--- src/rtl/alu_pkg.sv ---
// Shared widths, opcodes and FSM states for the
// SPI command slave feeding the 4-bit ALU.
package alu_pkg;

  localparam int ALU_W     = 4;
  localparam int OP_W      = 2;
  localparam int PAYLOAD_W = OP_W + 2 * ALU_W;

  typedef enum logic [OP_W-1:0] {
    OP_AND = 2'b00,
    OP_OR  = 2'b01,
    OP_ADD = 2'b10,
    OP_SUB = 2'b11
  } alu_op_e;

  typedef enum logic [2:0] {
    ST_IDLE,
    ST_SHIFT,
    ST_LATCH,
    ST_CAPTURE,
    ST_DONE
  } state_e;

endpackage

--- src/rtl/spi_sync_edge.sv ---
// Multi-flop synchroniser for one async SPI pin with
// single-cycle rise/fall strobes in the clk domain.
module spi_sync_edge #(
  parameter int   STAGES  = 2,
  parameter logic RST_VAL = 1'b0
) (
  input  logic clk,
  input  logic rst_n,
  input  logic din,
  output logic level,
  output logic rise,
  output logic fall
);

  logic [STAGES-1:0] sync_q;
  logic              dly_q;

  // Shift the pin through the chain; keep one extra delayed copy
  always_ff @(posedge clk or negedge rst_n) begin
    if (!rst_n) begin
      sync_q <= {STAGES{RST_VAL}};
      dly_q  <= RST_VAL;
    end else begin
      sync_q <= {sync_q[STAGES-2:0], din};
      dly_q  <= sync_q[STAGES-1];
    end
  end

  assign level = sync_q[STAGES-1];
  assign rise  = level & ~dly_q;
  assign fall  = ~level & dly_q;

endmodule

--- src/rtl/spi_alu_cmd_slave.sv ---
// SPI mode-0 slave: shifts in {op, A, B}, drives the ALU,
// and returns the captured result in the next frame.
module spi_alu_cmd_slave
  import alu_pkg::*;
#(
  parameter int FRAME_BITS  = 10,
  parameter int SYNC_STAGES = 2
) (
  input  logic             clk,
  input  logic             rst_n,
  input  logic             sclk,
  input  logic             cs_n,
  input  logic             mosi,
  output logic             miso,
  output logic             miso_oe,
  output logic [ALU_W-1:0] alu_a,
  output logic [ALU_W-1:0] alu_b,
  output logic [OP_W-1:0]  alu_op,
  input  logic [ALU_W-1:0] alu_result,
  output logic             cmd_valid,
  output logic             frame_err,
  output logic             busy
);

  localparam int CNT_W = $clog2(FRAME_BITS + 1);
  localparam logic [CNT_W-1:0] LAST_BIT =
    CNT_W'(FRAME_BITS - 1);

  state_e                  state;
  logic [FRAME_BITS-1:0]   tx_sr;
  logic [PAYLOAD_W-1:0]    rx_sr;
  logic [CNT_W-1:0]        bit_cnt;
  logic [ALU_W-1:0]        result_reg;
  logic [SYNC_STAGES-1:0]  mosi_q;
  logic                    mosi_s;
  logic                    sclk_unused;
  logic                    sclk_rise;
  logic                    sclk_fall;
  logic                    cs_lvl;
  logic                    cs_rise;
  logic                    cs_fall;

  spi_sync_edge #(
    .STAGES  (SYNC_STAGES),
    .RST_VAL (1'b0)
  ) u_sclk_sync (
    .clk   (clk),
    .rst_n (rst_n),
    .din   (sclk),
    .level (sclk_unused),
    .rise  (sclk_rise),
    .fall  (sclk_fall)
  );

  // cs_n idles high so reset must not fake a falling edge
  spi_sync_edge #(
    .STAGES  (SYNC_STAGES),
    .RST_VAL (1'b1)
  ) u_cs_sync (
    .clk   (clk),
    .rst_n (rst_n),
    .din   (cs_n),
    .level (cs_lvl),
    .rise  (cs_rise),
    .fall  (cs_fall)
  );

  // mosi only needs a level, aligned with the sclk chain
  always_ff @(posedge clk or negedge rst_n) begin
    if (!rst_n) begin
      mosi_q <= '0;
    end else begin
      mosi_q <= {mosi_q[SYNC_STAGES-2:0], mosi};
    end
  end

  assign mosi_s = mosi_q[SYNC_STAGES-1];

  // Frame FSM: shift, latch operands, capture result, wait for cs_n
  always_ff @(posedge clk or negedge rst_n) begin
    if (!rst_n) begin
      state      <= ST_IDLE;
      tx_sr      <= '0;
      rx_sr      <= '0;
      bit_cnt    <= '0;
      result_reg <= '0;
      alu_a      <= '0;
      alu_b      <= '0;
      alu_op     <= '0;
      cmd_valid  <= 1'b0;
      frame_err  <= 1'b0;
    end else begin
      cmd_valid <= 1'b0;
      frame_err <= 1'b0;
      unique case (state)
        ST_IDLE: begin
          if (cs_fall) begin
            tx_sr   <= {result_reg,
                        {(FRAME_BITS-ALU_W){1'b0}}};
            bit_cnt <= '0;
            state   <= ST_SHIFT;
          end
        end
        ST_SHIFT: begin
          if (sclk_rise) begin
            rx_sr   <= {rx_sr[PAYLOAD_W-2:0], mosi_s};
            bit_cnt <= bit_cnt + CNT_W'(1);
          end
          if (sclk_fall) begin
            tx_sr <= tx_sr << 1;
          end
          if (sclk_rise && bit_cnt == LAST_BIT) begin
            state <= ST_LATCH;
          end else if (cs_rise) begin
            frame_err <= 1'b1;
            state     <= ST_IDLE;
          end
        end
        ST_LATCH: begin
          alu_op    <= rx_sr[PAYLOAD_W-1 -: OP_W];
          alu_a     <= rx_sr[2*ALU_W-1 -: ALU_W];
          alu_b     <= rx_sr[ALU_W-1:0];
          cmd_valid <= 1'b1;
          state     <= ST_CAPTURE;
        end
        ST_CAPTURE: begin
          result_reg <= alu_result;
          state      <= ST_DONE;
        end
        ST_DONE: begin
          // level test: the cs_n edge may have passed in LATCH
          if (cs_lvl) begin
            state <= ST_IDLE;
          end
        end
        default: state <= ST_IDLE;
      endcase
    end
  end

  assign busy    = (state != ST_IDLE);
  assign miso    = busy & tx_sr[FRAME_BITS-1];
  assign miso_oe = ~cs_lvl;

endmodule

--- config.mk ---
export PLATFORM = sky130hd
export DESIGN_NAME = spi_alu_cmd_slave
export DESIGN_NICKNAME = d
export VERILOG_FILES = /design/src/rtl/alu_pkg.sv /design/src/rtl/spi_sync_edge.sv /design/src/rtl/spi_alu_cmd_slave.sv
export SDC_FILE = /design/constraint.sdc
export NUM_CORES = 1
export LEC_CHECK = 0
export BUFFER_PORTS_ARGS = -buffer_cell sky130_fd_sc_hd__buf_2
export CAP_MARGIN = 20
export CORE_MARGIN = 3
export CORE_UTILIZATION = 50
export DETAILED_ROUTE_END_ITERATION = 6
export PLACE_DENSITY = 0.73
export SLEW_MARGIN = 20
export SYNTH_ARGS = -nofsm -noshare
export SYNTH_HDL_FRONTEND = slang
export SYNTH_HIERARCHICAL = 1
export SYNTH_SLANG_ARGS = --single-unit
--- constraint.sdc ---
create_clock -name clk -period 1.4 [get_ports clk]
set_input_delay 0.07 -clock clk [delete_from_list [all_inputs] [get_ports clk]]
set_output_delay 0.07 -clock clk [all_outputs]
set_load 0.05 [all_outputs]
### Word level (Yosys, flattened, before mapping)

Cells that the tools add are included.

* flip-flop bits (word level): 51
* output and inout port bits: 15

* eq/ne operators: 10
* reductions and logical operators: 8
* add/sub/neg operators: 1
* muxes and demuxes: 15
* bitwise gates (word level): 9

Operator list (number)
* two-way mux 10 bit: 2
* one-hot mux 10 bit (2 select lines): 1
* one-hot mux 3 bit (5 select lines): 1
* two-way mux 3 bit: 4
* AND reduction 3 bit: 3
* two-way mux 4 bit: 2
* one-hot mux 4 bit (2 select lines): 1
* == test 3 x 2 -> 1 bit (second input constant): 2
* inequality test 2 bit (second input constant): 3
* bitwise AND 1 bit: 5
* adder 4 x 1 -> 4 bit (second input constant): 1
* == test 4 bit (second input constant): 1
* two-way mux 1 bit: 4
* NOT 1 bit: 4
* == test 3 x 1 -> 1 bit (second input constant): 1
* == test 3 bit (second input constant): 1
* logical NOT 3 bit: 1
* inequality test 3 bit (second input constant): 1
* nonzero test 3 bit: 1
* inequality test 2 x 1 -> 1 bit (second input constant): 1
* AND reduction 2 bit: 1
* nonzero test 2 bit: 1
* logical AND 1 bit: 1

### Longest topological paths before layout

Gate-level depths: netlist of the first run.

* depth in word-level cells: 5
* depth in mapped cells: 5

### Cells and area by module

Netlist of the first run, hierarchy kept.

By module, submodules not included
* spi_alu_cmd_slave: cells an instance 134, area each 1680.4 sq um, instances 1
* spi_sync_edge (u_cs_sync): cells an instance 5, area each 93.8 sq um, instances 1
* spi_sync_edge (u_sclk_sync): cells an instance 5, area each 90.1 sq um, instances 1

### Least setup slack after synthesis of the first run

Ideal clock, no wire load.

* kind: register to output
* start point: reg state[0]
* end point: out miso
* path slack: -0.258 ns
* path buffers: 2
* data arrival time: 1.588 ns
* data required time: 1.330 ns
* cell stages (with the launch flop): 5
* path through: dfrtp_1 buf_4 buf_6 or3_1 and2_1

* cells in the longest elaborated chain, start to end: 2

Ends and longest elaborated chain
* from (decl): line spi_alu_cmd_slave.sv:29 `state_e state;`
* from (signal assigned): line spi_alu_cmd_slave.sv:82 `state <= ST_IDLE;`
* from (signal assigned): line spi_alu_cmd_slave.sv:101 `state <= ST_SHIFT;`
* from (signal assigned): line spi_alu_cmd_slave.sv:113 `state <= ST_LATCH;`
* nonzero test 3 bit: line spi_alu_cmd_slave.sv:141 `assign busy = (state != ST_IDLE);`
* via busy: line spi_alu_cmd_slave.sv:22 `output logic busy`
* bitwise AND 1 bit: line spi_alu_cmd_slave.sv:142 `assign miso = busy & tx_sr[FRAME_BITS-1];`
* to (decl): line spi_alu_cmd_slave.sv:14 `output logic miso,`

The timed path passes the listed nets, and every way through them passes these cells.

### Worst setup path after layout of the first run

* start point: reg u_cs_sync.dly_q
* end point: reg bit_cnt[3]

* cells in the longest elaborated chain, start to end: 3

Ends and longest elaborated chain
* from (decl): line spi_sync_edge.sv:16 `logic dly_q;`
* from (signal assigned): line spi_sync_edge.sv:25 `dly_q <= sync_q[STAGES-1];`
* bitwise AND 1 bit: line spi_sync_edge.sv:31 `assign fall = ~level & dly_q;`
* via cs_fall: line spi_alu_cmd_slave.sv:41 `logic cs_fall;`
* inequality test 2 bit (no line)
* AND reduction 3 bit (no line)
* to (signal assigned): line spi_alu_cmd_slave.sv:107 `bit_cnt <= bit_cnt + CNT_W'(1);`
* to (decl): line spi_alu_cmd_slave.sv:32 `logic [CNT_W-1:0] bit_cnt;`

The timed path passes the listed nets, and every way through them passes these cells.
A chain may end at the register's enable or synchronous reset.

==> metrics, run 1 <==
largest net degree at the start of global routing 46; die area approximately 4500 sq um; TritonCTS clock tree built; I/O Buffers 23; vias in the first global route about 1200; clock sinks 45; Worst IR Drop VDD ~0.81 mV; max-cap violations 0; Largest Register rx_sr; FILL cells between 200 and 250; R2R Path End bit_cnt[3]; Layout area overhead 31.75%; R2R depth 3; synthesized area per cell between 10 and 15 sq um; fmax approximately 670 MHz; routed wl met3 roughly 120 um; Yosys top cell area share a little under three fifths; Setup crit start kind flop; post-synth top area cell dfrtp_1; core area 3468 sq um; Routed Antenna Nets 0; DR pass1 iterations 4; CTS root buf clkbuf_8; register area share after synthesis 60.60%; diodes inserted 0; drt total wl between 3 and 4 mm; Top Metal Used met4; Critical Path AT roughly 1.7 ns; Yosys Warn Count 6; top area cells in the synthesized netlist dfrtp_1 (56%), mux2_2 (10%), nand2_1 (6.8%); period utilisation layout 107.1%; design area between 2000 and 2500 sq um; total global routing overflow 0; Yosys reg bits 45; Worst Hold Depth 2; hold_ws ~0.009 ns; status finished with violations; PwrDens roughly 1200 nW/um^2; Max FO, Critical Path 5; initial antenna violation count 0; GR Util All Layers 17.11%; GP Congestion approximately 0.83; leakage power around 1.2 nW; setup ws final -0.09972 ns; Final Total Pwr about 3.1 mW; # DRC 0; Synth Instances roughly 140; synth cell count leaders dfrtp_1 (42), nand2_1 (34), mux2_2 (17), inv_1 (4); Die X roughly 67 um; H-tree levels 2; vias post-DR ~1200; R2R Path Start u_cs_sync/dly_q; CTS buffer count 5; proportion of layout cells with a drive suffix above 1 around half; via/cell ratio just over 5; total count of max-transition violations in the final report 0; Setup crit end bit_cnt[3]; failing checks negative setup slack; Slew headroom between 60% and 70%; routed length per instance between 10 and 15 um; Final Hold Fails 0; Boundary Pins 24; count leader, synth dfrtp_1; Post-Synthesis Cell Area 1864 sq um; worst min path class input port to flop; clk_lat worst skew 0.30 ns; ys async rst share 100.0%; met2 WL about 1.7 mm; final setup fails 16; FP Rows 21; initial detailed-routing violation count 52; first-pass GRT wire length roughly 5.7 mm; CP Capture Type flop; worst reg2reg setup slack -0.1 ns; number of flops mapped to enable cells by yosys 0; Crit Path Category flop to flop; Worst Setup SP u_cs_sync/dly_q; critical path data required time roughly 1.6 ns; Die Height ~67 um; Initial Util approximately 54%; Post-synth top flop dfrtp_1; CTS clk-pin slew, worst paths about 0.080 ns; worst slew pin tran between 0.5 and 0.6 ns; fin nets a little over 200; Post-Route M1 WL 1.636 mm; Mapped Nets roughly 160; Yosys cell types 34; minimum clock period around 1.5 ns; Clock Path Buffers 2; number of flip-flops under the largest register name 10; dpl cell area 2106 sq um; dpl hpwl 2.097 mm; RSZ-0062 raised after global routing true; clock skew approximately 0.0057 ns
per-stage QoR:
stage	utilization, %	cells	setup slack [ns]	TNS (ns)
5_1_grt	70.82	240	-0.1475	-1.553
3_5_place_dp	60.71	219	-0.08875	-1.301
6_report	70.82	240	-0.09972	-0.6730
2_1_floorplan	-	144	-0.01779	-0.05313
4_1_cts	67.24	238	-0.07973	-0.8222
3_3_place_gp	60.71	219	-0.06148	-0.7253
per-layer routing:
layer	vias to the layer above	global-route usage, %
li1	580	-
met1	598	21.14
met2	22	27.85
met3	9	5.734
met4	0	5.823
met5	-	0
worst min-delay path by stage:
stage	from	to
final	alu_result[1]	result_reg[1]
after global routing	alu_result[1]	result_reg[1]
after CTS	alu_result[1]	result_reg[1]
after detailed placement	rst_n	u_sclk_sync/sync_q[1]
after global placement	rst_n	u_sclk_sync/dly_q
after floorplan	rst_n	alu_a[0]
power by group:
group,total [mW],internal (mW),switching [mW]
registers,1.62,1.49,0.134
clock network,0.776,0.344,0.431
logic,0.665,0.342,0.323
layout by cell type, fill, tap and decap left out, types with 2 or more instances in the layout:
master / netlist / layout
nand3b_1: 2 / 2
dfstp_2: 3 / 3
mux2_4: 0 / 11
inv_1: 4 / 4
buf_2: 2 / 21
mux2_1: 3 / 2
nand2_1: 34 / 29
clkinv_2: 0 / 2
mux2_2: 17 / 7
dlygate4sd3_1: 0 / 6
dfrtp_1: 42 / 39
dfrtp_2: 0 / 3
clkbuf_8: 0 / 5
or4b_4: 1 / 2
buf_6: 2 / 7
nand3_2: 2 / 2
nand2_2: 0 / 4
buf_4: 2 / 12
and2b_2: 2 / 2
critical path, stage by stage (launching register included):
cell and delay (ns):
dfstp_2 0.53, and2b_2 0.17, or4b_4 0.52, a21boi_1 0.16
kinds of logic (layout without fill, tap and decap cells):
logic type | Yosys count | count (layout) | share of synthesized area [%]
adders and majority gates | 2 | 2 | 1.342
DFF | 45 | 45 | 60.60
and+or+nand+nor | 56 | 56 | 18.52
muxes | 22 | 22 | 13.15
AOI/OAI and AO/OA | 8 | 8 | 2.819
buffers and inverters | 11 | 61 | 3.556
final cells by class:
class | count | area [sq um] | share of cell area [%]
clock buffers | 5 | 68.82 | 2.802
clock inverters | 3 | 17.52 | 0.7132
inverters | 4 | 15.01 | 0.6113
multi-input cells | 88 | 769.5 | 31.33
flip-flops and latches | 45 | 1134 | 46.15
well taps | 46 | 57.56 | 2.343
repair buffers | 49 | 394.1 | 16.05
repair_timing:
action                                  in CTS  in global routing
gates resized for setup                     14                 27
hold buffers                                 6                  0
endpoints found under the setup margin      21                 33
cloned                                       1                  1
pin swaps                                    2                  7
buffers inserted                             4                  1
endpoints found under the hold margin       47                  0
No activity file was read; power rests on OpenSTA's default activity.
==> run 2, diff against run 1 <==
--- a/config.mk
+++ b/config.mk
@@ -11,6 +11,7 @@
 export CORE_UTILIZATION = 50
 export DETAILED_ROUTE_END_ITERATION = 6
 export PLACE_DENSITY = 0.73
+export SKIP_CTS_REPAIR_TIMING = 1
 export SLEW_MARGIN = 20
 export SYNTH_ARGS = -nofsm -noshare
 export SYNTH_HDL_FRONTEND = slang
==> metrics, run 2 (synthesis results as in run 1) <==
Worst Hold Depth 2 (unchanged); Top Metal Used met4; Clock Path Buffers 2 (unchanged); I/O Buffers 23 (unchanged); R2R Path End tx_sr[8]; Max FO, Critical Path 4 (-1); Initial Util 53.75% (unchanged); Post-Route M1 WL 1.651 mm (+0.92%); hold_ws 0.01175 ns (+0.002981 ns); CP delay by family, top flip-flops; Crit Path Category flop to flop; proportion of layout cells with a drive suffix above 1 48.97% (-2.1 points); routed length per instance 14.29 um (-1.9%); Critical Path AT 1.70 ns (+0.02 ns); critical path data required time 1.58 ns (about the same); fmax 657.3 MHz (-1.4%); status finished with violations; Min-Delay Endpoint result_reg[1]; worst-path cell chain and2b_2, mux2i_2, nor3_4, mux2_2; min-delay src alu_result[1]; commonest non-fill, non-tap cells in the layout dfrtp_1 (39), nand2_1 (33), buf_2 (22), buf_4 (14), mux2_4 (12); most common cell after layout, fill and taps aside dfrtp_1; Setup crit start kind flop; DR pass1 iterations 4 (unchanged); die area 4497 sq um (unchanged); total count of max-transition violations in the final report 0 (unchanged); PwrDens 1256 nW/um^2 (+0.61%); CTS buffer count 5 (unchanged); CTS root buf clkbuf_8; diodes inserted 0 (unchanged); dpl hpwl 2.097 mm (unchanged); # DRC 0 (unchanged); critical path's slowest cell dfstp_2; number of flip-flops under the largest register name 10 (unchanged); clock skew 0.003589 ns (-0.002149 ns); worst slew pin tran 0.5438 ns (-0.003952 ns); Die Height 67.06 um (unchanged); GP Congestion 0.8319 (unchanged); initial detailed-routing violation count 70 (+35%); Worst IR Drop VDD 0.8429 mV (+3.7%); Die X 67.06 um (unchanged); RSZ-0062 raised after global routing true; worst reg2reg setup slack -0.12 ns (-0.02 ns); WP depth 4 (+1); R2R depth 4 (+1); CP Capture Type flop; period utilisation layout 108.7% (+1.5 points); final setup fails 12 (-4); minimum clock period 1.521 ns (+0.02156 ns); first-pass GRT wire length 5.126 mm (-9.5%); worst stage delay on the critical path 0.54 ns (about the same); leakage power 1.204 nW (-1.6%); vias post-DR 1211 (+0.17%); routed wl met3 116 um (-2.5%); Routed Antenna Nets 0 (unchanged); Layout area overhead 29.26%; CTS clk-pin slew, worst paths 0.08 ns (about the same); fin nets 204 (unchanged); setup ws final -0.1213 ns (-0.02156 ns); Slew headroom 63.75% (+0.26 points); worst min path class input port to flop; via/cell ratio 5.046 (+0.17%); Boundary Pins 24 (unchanged); total global routing overflow 0 (unchanged); clk_lat worst skew 0.29 ns (about the same); failing checks negative setup slack; Final Hold Fails 0 (unchanged); GR Util All Layers 15.55% (-1.6 points); drt total wl 3.430 mm (-1.9%); met2 WL 1.650 mm (-2.1%); vias in the first global route 1115 (-8.0%); FP Rows 21 (unchanged); Buf/Inv on CP 0 (unchanged); core area 3468 sq um (unchanged); TritonCTS clock tree built; clock sinks 45 (unchanged); max-cap violations 0 (unchanged); H-tree levels 2 (unchanged); initial antenna violation count 0 (unchanged); largest net degree at the start of global routing 46 (unchanged); R2R Path Start u_cs_sync/dly_q; Largest Register rx_sr; Final Total Pwr 3.026 mW (-1.3%)
==> run 2: final cells by class <==
class / instances / area [sq um]
clock buffers: 5 / 68.82
clock inverters: 3 / 17.52
fillers: 253 / 1059
inverters: 4 / 15.01
multi-input cells: 88 / 754.5
flip-flops and latches: 45 / 1134
well taps: 46 / 57.56
repair buffers: 49 / 362.8
==> run 2: how the worst max path moves through the flow <==
stage                           from         to  slack, ns
6_report             u_cs_sync/dly_q   tx_sr[8]      -0.12
5_1_grt              u_cs_sync/dly_q   tx_sr[8]      -0.18
4_1_cts                     state[1]       miso      -0.28
3_5_place_dp                state[1]  alu_op[1]      -0.09
3_3_place_gp   u_sclk_sync/sync_q[1]   state[0]      -0.06
2_1_floorplan             bit_cnt[1]   state[0]      -0.02
==> run 2: worst reg2reg max path, delay by kind of cell (launching register included) <==
kind	cells	cell delay [ns]
flip-flops	1	0.54
multiplexers	2	0.47
AND/OR/NAND/NOR	2	0.41
==> run 2: through the flow <==
step | setup slack, ns | std cells | instance area (sq um) | util (%) | TNS [ns]
detailed placement | -0.08875 | 219 | 2106 | 60.71 | -1.301
floorplan | -0.01779 | 144 | 1874 | - | -0.05313
CTS | -0.2776 | 227 | 2192 | 63.20 | -2.090
global placement | -0.06148 | 219 | 2106 | 60.71 | -0.7253
finish | -0.1213 | 240 | 2410 | 69.48 | -0.9087
global route | -0.1804 | 240 | 2410 | 69.48 | -1.715
==> run 2: layer usage <==
| metal | track usage, % | vias up |
|---|---|---|
| met1 | 19.91 | 607 |
| met5 | 0 | - |
| met3 | 5.734 | 4 |
| met4 | 5.823 | 0 |
| li1 | - | 577 |
| met2 | 23.93 | 23 |
==> run 2: power by group <==
group | total [mW] | internal (mW) | switching (mW)
logic | 0.638 | 0.327 | 0.312
registers | 1.62 | 1.49 | 0.132
clock network | 0.765 | 0.344 | 0.421
==> run 3, diff against run 2 <==
--- a/config.mk
+++ b/config.mk
@@ -9,8 +9,10 @@
 export CAP_MARGIN = 20
 export CORE_MARGIN = 3
 export CORE_UTILIZATION = 50
+export CTS_BUF_LIST = sky130_fd_sc_hd__clkbuf_8 sky130_fd_sc_hd__clkbuf_16
 export DETAILED_ROUTE_END_ITERATION = 6
 export PLACE_DENSITY = 0.73
+export SETUP_SLACK_MARGIN = 0.4
 export SKIP_CTS_REPAIR_TIMING = 1
 export SLEW_MARGIN = 20
 export SYNTH_ARGS = -nofsm -noshare
==> metrics, run 3 (synthesis results as in run 1) <==
proportion of layout cells with a drive suffix above 1 52.79% (+3.8 points); grt met1 use 23.63% (+3.7 points); DR pass1 iterations 4 (unchanged); total global routing overflow 0 (unchanged); commonest non-fill, non-tap cells in the layout dfrtp_1 (39), nand2_1 (31), buf_4 (26), mux2_4 (16), buf_2 (11); design area 2559 sq um (+6.2%); minimum clock period 1.581 ns (+0.05950 ns); initial antenna violation count 0 (unchanged); RSZ-0062 raised after global routing true; Worst IR Drop VDD 1.051 mV (+25%); Setup TNS -1.026 ns (-0.1169 ns); diodes inserted 0 (unchanged); core area 3468 sq um (unchanged); initial detailed-routing violation count 85 (+21%); GP Congestion 0.7017 (-16%); Non-Filler Instances 243 (+1.3%); Routed Antenna Nets 0 (unchanged); met2 Track Usage GR 25.89% (+2.0 points); max-cap violations 0 (unchanged); Die X 67.06 um (unchanged); vias post-DR 1251 (+3.3%); vias in the first global route 1245 (+12%); GR Util All Layers 17.41% (+1.9 points); worst reg2reg setup slack -0.11 ns (about the same); critical path data required time 1.33 ns (-0.25 ns); Initial Util 53.75% (unchanged); I/O Buffers 23 (unchanged); Setup crit start kind flop; FP Rows 21 (unchanged); worst min path class input port to flop; met3 GRT Util 5.565% (-0.17 points); via/cell ratio 5.148 (+2.0%); Final Hold Fails 0 (unchanged); TritonCTS clock tree built; clk_lat worst skew 0.30 ns (about the same); Crit Path Category flop to primary output; most common cell after layout, fill and taps aside dfrtp_1; die area 4497 sq um (unchanged); Final Total Pwr 3.359 mW (+11%); Layout area overhead 37.25%; Die Height 67.06 um (unchanged); total count of max-transition violations in the final report 0 (unchanged); Critical Path AT 1.51 ns (-0.19 ns); drt total wl 3.665 mm (+6.9%); CTS buffer count 5 (unchanged); setup ws final -0.1808 ns (-0.05950 ns); fmax 632.6 MHz (-3.8%); fin nets 207 (+1.5%); H-tree levels 2 (unchanged); routed length per instance 15.08 um (+5.5%); Slew headroom 76.64% (+13 points); status finished with violations; DP Worst Slack -0.06861 ns (+0.02015 ns); dpl hpwl 2.278 mm (+8.6%); PwrDens 1313 nW/um^2 (+4.6%); Max FO, Critical Path 6 (+2); # DRC 0 (unchanged); cell total after placement 221 (+0.91%); leakage power 1.270 nW (+5.4%); Clock Path Buffers 2 (unchanged); failing checks negative setup slack; clock sinks 45 (unchanged); CTS clk-pin slew, worst paths 0.08 ns (about the same); period utilisation layout 112.9% (+4.2 points); dpl cell area 2196 sq um (+4.3%); CP Capture Type primary output; largest net degree at the start of global routing 46 (unchanged); Boundary Pins 24 (unchanged); final setup fails 24 (+12); CTS root buf clkbuf_8; worst slew pin tran 0.3493 ns (-0.1945 ns); clock skew 0.009606 ns (+0.006016 ns); number of flip-flops under the largest register name 10 (unchanged); first-pass GRT wire length 5.761 mm (+12%); gr busiest metal met2; Largest Register rx_sr
[run 3: worst paths after layout]
check                                      start  depth (start not counted)                     to
setup / recovery                        state[0]                          4                   miso
hold / removal                     alu_result[2]                          2          result_reg[2]
setup reg to reg                 u_cs_sync/dly_q                          4               tx_sr[9]
hold reg to reg            u_sclk_sync/sync_q[0]                          0  u_sclk_sync/sync_q[1]
max in group asynchronous                  rst_n                          3    u_cs_sync/sync_q[0]
min in group asynchronous                  rst_n                          3              cmd_valid
[run 3: area by class of cell]
type | instances | area (sq um)
clock buffers | 6 | 82.58
clock inverters | 2 | 37.54
fillers | 232 | 909.6
inverters | 4 | 15.01
multi-input cells | 88 | 792.0
flip-flops and latches | 45 | 1134
well taps | 46 | 57.56
repair buffers | 52 | 440.4
[run 3: stage by stage]
step           hold slack [ns]  util [%]
2_1_floorplan          -0.2256         -
3_3_place_gp           0.06191     63.31
3_5_place_dp           0.06906     63.31
4_1_cts                -0.2624     66.77
5_1_grt               0.004816     73.77
6_report              0.009765     73.77
[run 3: per-layer routing]
| metal | share of wire [%] | vias to the layer above |
|---|---|---|
| met4 | 2.8 | 0 |
| met2 | 51 | 32 |
| met1 | 42 | 619 |
| met5 | 0 | - |
| met3 | 4.5 | 13 |
| li1 | - | 587 |
[run 3: report_power, final]
group          internal [mW]  switching [mW]  total [mW]  leakage [nW]
Sequential              1.49           0.135        1.63         0.577
Clock                  0.580           0.438        1.02        0.0574
Combinational          0.381           0.334       0.716         0.635
[run 3: critical path: stages, from the launching register on]
cell and delay, ns:
dfrtp_2 0.46, buf_6 0.14, or3_4 0.32, and2_4 0.15, buf_8 0.14
